==> config.mk <==
export PLATFORM = sky130hd
export DESIGN_NAME = aes_core_arbiter
export DESIGN_NICKNAME = d
export VERILOG_FILES = /design/src/rtl/aes_arb_pkg.sv /design/src/rtl/rr_arbiter.sv /design/src/rtl/aes_core_arbiter.sv
export SDC_FILE = /design/constraint.sdc
export NUM_CORES = 1
export LEC_CHECK = 0
export ABC_AREA = 1
export BUFFER_PORTS_ARGS = -buffer_cell sky130_fd_sc_hd__buf_2
export CORE_AREA = 2 2 457 459
export CTS_CLUSTER_SIZE = 16
export DETAILED_ROUTE_END_ITERATION = 6
export DIE_AREA = 0 0 459 461
export GPL_TIMING_DRIVEN = 1
export SYNTH_ARGS = -nofsm -noshare
export SYNTH_HDL_FRONTEND = slang
export SYNTH_SLANG_ARGS = --single-unit
export TNS_END_PERCENT = 5
==> constraint.sdc <==
create_clock -name clk -period 26.1 [get_ports clk]
set_input_delay 1.305 -clock clk [delete_from_list [all_inputs] [get_ports clk]]
set_output_delay 1.305 -clock clk [all_outputs]
set_load 0.05 [all_outputs]
==> src/rtl/aes_arb_pkg.sv <==
// Shared types and helpers for the AES core arbiter: controller states,
// block width and the watchdog counter sizing function.
package aes_arb_pkg;

   localparam int AES_BLK_W = 128;

   typedef enum logic [1:0] {
      IDLE = 2'd0,
      LOAD = 2'd1,
      WAIT = 2'd2,
      RESP = 2'd3
   } arb_state_e;

   // Bits needed to count 0..value-1, never less than one.
   function automatic int clog2(input int value);
      int w;
      w = 1;
      while ((1 << w) < value) w++;
      return w;
   endfunction

endpackage

==> src/rtl/rr_arbiter.sv <==
// Combinational round-robin picker: searches upward from pointer+1 (wrapping)
// and returns the first requester found, both one-hot and as an index.
module rr_arbiter
   import aes_arb_pkg::*;
#(
   parameter int N_REQ = 4,
   parameter int ID_W  = 2
) (
   input  logic [N_REQ-1:0] req_i,
   input  logic [ID_W-1:0]  pointer_i,
   output logic [N_REQ-1:0] grant_onehot_o,
   output logic [ID_W-1:0]  grant_idx_o
);

   logic            found;
   logic [ID_W-1:0] idx;

   always_comb begin
      grant_onehot_o = '0;
      grant_idx_o    = '0;
      found          = 1'b0;
      idx            = '0;
      for (int i = 1; i <= N_REQ; i++) begin
         idx = ID_W'((int'(pointer_i) + i) % N_REQ);
         if (!found && req_i[idx]) begin
            found               = 1'b1;
            grant_onehot_o[idx] = 1'b1;
            grant_idx_o         = idx;
         end
      end
   end

endmodule

==> src/rtl/aes_core_arbiter.sv <==
// Time-shares one AES encrypt core between N_REQ requesters: round-robin grant,
// one-cycle load pulse, wait for result (with watchdog), then tagged response.
module aes_core_arbiter
   import aes_arb_pkg::*;
#(
   parameter int N_REQ   = 4,
   parameter int ID_W    = 2,
   parameter int TIMEOUT = 64,
   parameter int KEY_W   = 128
) (
   input  logic                       clk,
   input  logic                       rst,
   input  logic                       key_wr,
   input  logic [KEY_W-1:0]           key_in,
   output logic                       key_wr_ready,
   input  logic [N_REQ-1:0]           req_valid,
   input  logic [N_REQ*AES_BLK_W-1:0] req_pt,
   output logic [N_REQ-1:0]           req_ready,
   output logic                       resp_valid,
   input  logic                       resp_ready,
   output logic [ID_W-1:0]            resp_id,
   output logic [AES_BLK_W-1:0]       resp_ct,
   output logic                       resp_err,
   output logic                       core_load,
   output logic [AES_BLK_W-1:0]       core_pt,
   output logic [KEY_W-1:0]           core_key,
   input  logic [AES_BLK_W-1:0]       core_ct,
   input  logic                       core_valid,
   output logic                       busy
);

   localparam int CNT_W = clog2(TIMEOUT);

   arb_state_e           state_q, state_d;
   logic [ID_W-1:0]      ptr_q, ptr_d;
   logic [KEY_W-1:0]     key_q, key_d;
   logic [AES_BLK_W-1:0] pt_q, pt_d;
   logic [AES_BLK_W-1:0] ct_q, ct_d;
   logic [ID_W-1:0]      id_q, id_d;
   logic                 err_q, err_d;
   logic [CNT_W-1:0]     cnt_q, cnt_d;

   logic [N_REQ-1:0]     gnt_onehot;
   logic [ID_W-1:0]      gnt_idx;
   logic [AES_BLK_W-1:0] pt_sel;

   rr_arbiter #(
      .N_REQ (N_REQ),
      .ID_W  (ID_W)
   ) u_rr (
      .req_i          (req_valid),
      .pointer_i      (ptr_q),
      .grant_onehot_o (gnt_onehot),
      .grant_idx_o    (gnt_idx)
   );

   // One-hot mux of the granted requester's plaintext.
   always_comb begin
      pt_sel = '0;
      for (int i = 0; i < N_REQ; i++) begin
         if (gnt_onehot[i]) pt_sel = pt_sel | req_pt[i*AES_BLK_W +: AES_BLK_W];
      end
   end

   always_comb begin
      state_d   = state_q;
      ptr_d     = ptr_q;
      key_d     = key_q;
      pt_d      = pt_q;
      ct_d      = ct_q;
      id_d      = id_q;
      err_d     = err_q;
      cnt_d     = cnt_q;
      req_ready = '0;
      case (state_q)
         IDLE: begin
            if (key_wr) key_d = key_in;
            if (|req_valid) begin
               req_ready = gnt_onehot;
               pt_d      = pt_sel;
               id_d      = gnt_idx;
               ptr_d     = gnt_idx;
               state_d   = LOAD;
            end
         end
         // core_valid is deliberately not looked at here: a late pulse from
         // the previous operation must not complete this one.
         LOAD: begin
            cnt_d   = '0;
            state_d = WAIT;
         end
         WAIT: begin
            if (core_valid) begin
               ct_d    = core_ct;
               err_d   = 1'b0;
               state_d = RESP;
            end else if (cnt_q == CNT_W'(TIMEOUT - 1)) begin
               ct_d    = '0;
               err_d   = 1'b1;
               state_d = RESP;
            end else begin
               cnt_d = cnt_q + CNT_W'(1);
            end
         end
         RESP: begin
            if (resp_ready) state_d = IDLE;
         end
         default: state_d = IDLE;
      endcase
   end

   always_ff @(posedge clk or posedge rst) begin
      if (rst) begin
         state_q <= IDLE;
         ptr_q   <= ID_W'(N_REQ - 1);
         key_q   <= '0;
         pt_q    <= '0;
         ct_q    <= '0;
         id_q    <= '0;
         err_q   <= 1'b0;
         cnt_q   <= '0;
      end else begin
         state_q <= state_d;
         ptr_q   <= ptr_d;
         key_q   <= key_d;
         pt_q    <= pt_d;
         ct_q    <= ct_d;
         id_q    <= id_d;
         err_q   <= err_d;
         cnt_q   <= cnt_d;
      end
   end

   assign key_wr_ready = (state_q == IDLE);
   assign busy         = (state_q != IDLE);
   assign core_load    = (state_q == LOAD);
   assign resp_valid   = (state_q == RESP);
   assign core_pt      = pt_q;
   assign core_key     = key_q;
   assign resp_ct      = ct_q;
   assign resp_id      = id_q;
   assign resp_err     = err_q;

endmodule

==> results.cfg <==
[grt]
use_met1_pct = 15.1
grt_first_pass_wirelength_um = 193000
antenna_found_initial = 148
met3_usage_pct = 5.47
grt_max_degree = 123
grt_pass1_vias = 20373
gr-usage-met2_pct = 22.9
grt_use_total_pct = 13.8
top_usage_layer = met2
grt.overflow.total = 0

[setup_path]
cp_max_fo = 7
worstSetupStartpointType = register
arrival_ps = 3310
path_depth = 9
cpPeakStageDelay_ps = 620
crit_top_cell = inv_1
critPathSlowestCell = dfstp_2
critical-path-top-delay-family = buffers and inverters
cp.required_ps = 24790
criticalPathCategory = register to output pin
endpoint_kind = output pin
path_cells = inv_1 -> ha_1 -> inv_1 -> nand2_2 -> nand2_2 -> inv_1 -> nand3_1 -> a31oi_1 -> buf_2
worst-path-buf-inv = 4
ff2ff_path_depth = 14

[final_layout]
seq_area_um2 = 9940
n_fill_cell = 23666
areaGrowthSynthToFinish_pct = 59.6
design_area_um2 = 29500
layoutNonFillerInstCount = 6009
multi_input_area_um2 = 7840
final_nets = 3978
drive_gt1_share_pct = 44.8
fin_util_pct = 14.3

[clocking]
root_buffer = clkbuf_16
postCtsSetupBuffers = 0
clock_latency_ps = 740
numCtsBuffers = 55
clkSinkCount = 397
clk_path_buf_depth = 3
clk_pin_slew_worst_paths_ps = 70
cts_hold_buf = 0
cts_tree = done
htree_levels = 2
cts_resized = 0

[floorplan]
pin_count = 1172
coreArea_um2 = 206000
rows = 167
dieArea_um2 = 212000
die_h_um = 461
die_w_um = 459
start_util_pct = 8.94

[synthesis]
yosysTopAreaCell = dfrtp_1
synth-adder-area-share_pct = 0.881
synth_top_area_share_pct = 53.5
muxShareOfSynthArea_pct = 7.81
ys_seq_elements = 397
yosys_warnings = 0
synth_ff_type = dfrtp_1
synth_fp_nets = 2856
synth_top_family_by_area = simple AND/OR/NAND/NOR gates
syn_area_per_cell_um2 = 8.94
ys_top_cells_by_area = dfrtp_1 (54%), nand2_1 (14%), nor2_1 (7.9%), mux2_2 (7.8%), a22o_1 (6.1%)
yosysMostFrequentCell = nand2_1
yosys.area_share.simple_pct = 26.5
synth_compound_area_share_pct = 6.98
seq_area_frac_synth_pct = 53.8
synth_cells = 2066
synth_edf_count = 0
synthArstFlopShare_pct = 100
synth_xor_area_share_pct = 0.0474
synth_cell_type_count = 36
synth_area_um2 = 18500
synth_common_cells = nand2_1 (673), dfrtp_1 (395), nor2_1 (390)

[power_and_ir_drop]
ir_worst_vdd_mv = 0.0863
powerDensity_nw_per_um2 = 178
finalPower_mw = 5.26
cellLeakagePower_nw = 14.3

[placed_design]
preCtsSetupSlack_ps = 21380
io_buffers = 1171
place.gp.congestion = 0.969
dp_cells = 5835
post_dp_cell_area_um2 = 27300
dp.final_hpwl_um = 130000

[timing]
fin_skew_ps = 114
holdWs_ps = 493
setup_slack_ps = 21480
finalHoldViolCount = 0
grt_setup_unrepaired = no
fin_crit_ps = 4620
drv_slew = 0
finalCritPeriodShare_pct = 17.7
max-slew-margin-rel_pct = 27.5
fmax_mhz = 217
setup_tns_ps = 0
setup_violations = 0
worst_pin_slew_ps = 1090

[route]
drt_wl_total_um = 153000
wl_per_cell_um = 25.5
via_count = 20646
drt-initial-drc-count = 1521
drtPass1Iterations = 5
drc_errors = 0
vias_per_cell = 3.44
final_antenna_net_count = 0

[run]
drv_cap = 0

[outcome]
status = complete, no violations

[worst_hold_path]
holdPathStages = 1
worstHoldPathType = register to register
flip-flops by register name, summed over array words and instances (netlist names):
signal,cells
resp_id,2
resp_ct,128
ptr_q,2
resp_err,1
cnt_q,6
core_pt,128
core_key,128
state_q,2
power by group:
group          switching (mW)  internal (mW)
Combinational            2.53          0.762
Clock                   0.351          0.493
Sequential              0.191          0.930
worst register-to-register path: stages (launching register included):
cell and delay (ps):
dfstp_2 620, inv_1 180, ha_1 370, inv_1 90, nand2_2 100, nand2_2 110
inv_1 130, nand3_1 170, nand3_4 380, buf_4 540, buf_4 670, nand2_1 260
nand3_1 320, nor2_1 70, nor2_1 90
kinds of logic (layout without fill, tap and decap cells):
family	Yosys count	count (layout)
flops	397	397
simple gates	1226	1226
other cells	0	71
fa+ha+maj	13	13
xor+xnor	1	1
compound gates	152	152
buf+inv	149	1317
mux	128	128
per-layer routing:
layer | wire length (µm) | share of wire [%] | up-vias
li1 | - | - | 9088
met1 | 55400 | 36 | 9837
met2 | 71700 | 47 | 1322
met3 | 16900 | 11 | 339
met4 | 8720 | 5.7 | 60
met5 | 407 | 0.27 | -
cell type report:
type | instances | area share (%)
Timing Repair Buffer | 1191 | 20.4
Multi-Input combinational cell | 1520 | 26.6
Inverter | 23 | 0.369
Antenna cell | 71 | 0.603
Clock buffer | 62 | 4.90
Clock inverter | 41 | 1.90
Sequential cell | 397 | 33.7
Tap cell | 2704 | 11.5
placed cells by master, fill, tap and decap left out, types with 4 or more instances in the layout:
cell / n
clkbuf_16: 55
nand2_2: 5
bufinv_16: 9
buf_4: 19
nor3b_1: 4
nand4_1: 4
buf_2: 1171
a31oi_1: 4
a21oi_2: 4
inv_1: 17
dfrtp_1: 395
nand3_1: 137
clkinv_2: 15
nand3_4: 4
nor2_1: 390
a22o_1: 128
clkinvlp_4: 5
o21ai_0: 6
clkinv_4: 4
clkbuf_8: 4
ha_1: 13
mux2_2: 128
nand2_1: 672
inv_6: 4
diode_2: 71
path summary, 6_finish.rpt:
kind	start	to	slack, ps
max	ptr_q[1]$_DFFE_PP1P_	req_ready[0]	21480
min reg2reg	resp_ct[0]$_DFFE_PP0P_	resp_ct[0]$_DFFE_PP0P_	490
max reg2reg	ptr_q[1]$_DFFE_PP1P_	core_pt[49]$_DFFE_PP0P_	21880
max in group asynchronous	rst	resp_ct[41]$_DFFE_PP0P_	23060
min in group asynchronous	rst	core_key[35]$_DFFE_PP0P_	720
min	resp_ct[0]$_DFFE_PP0P_	resp_ct[0]$_DFFE_PP0P_	490
No activity file was read; power rests on OpenSTA's default activity.
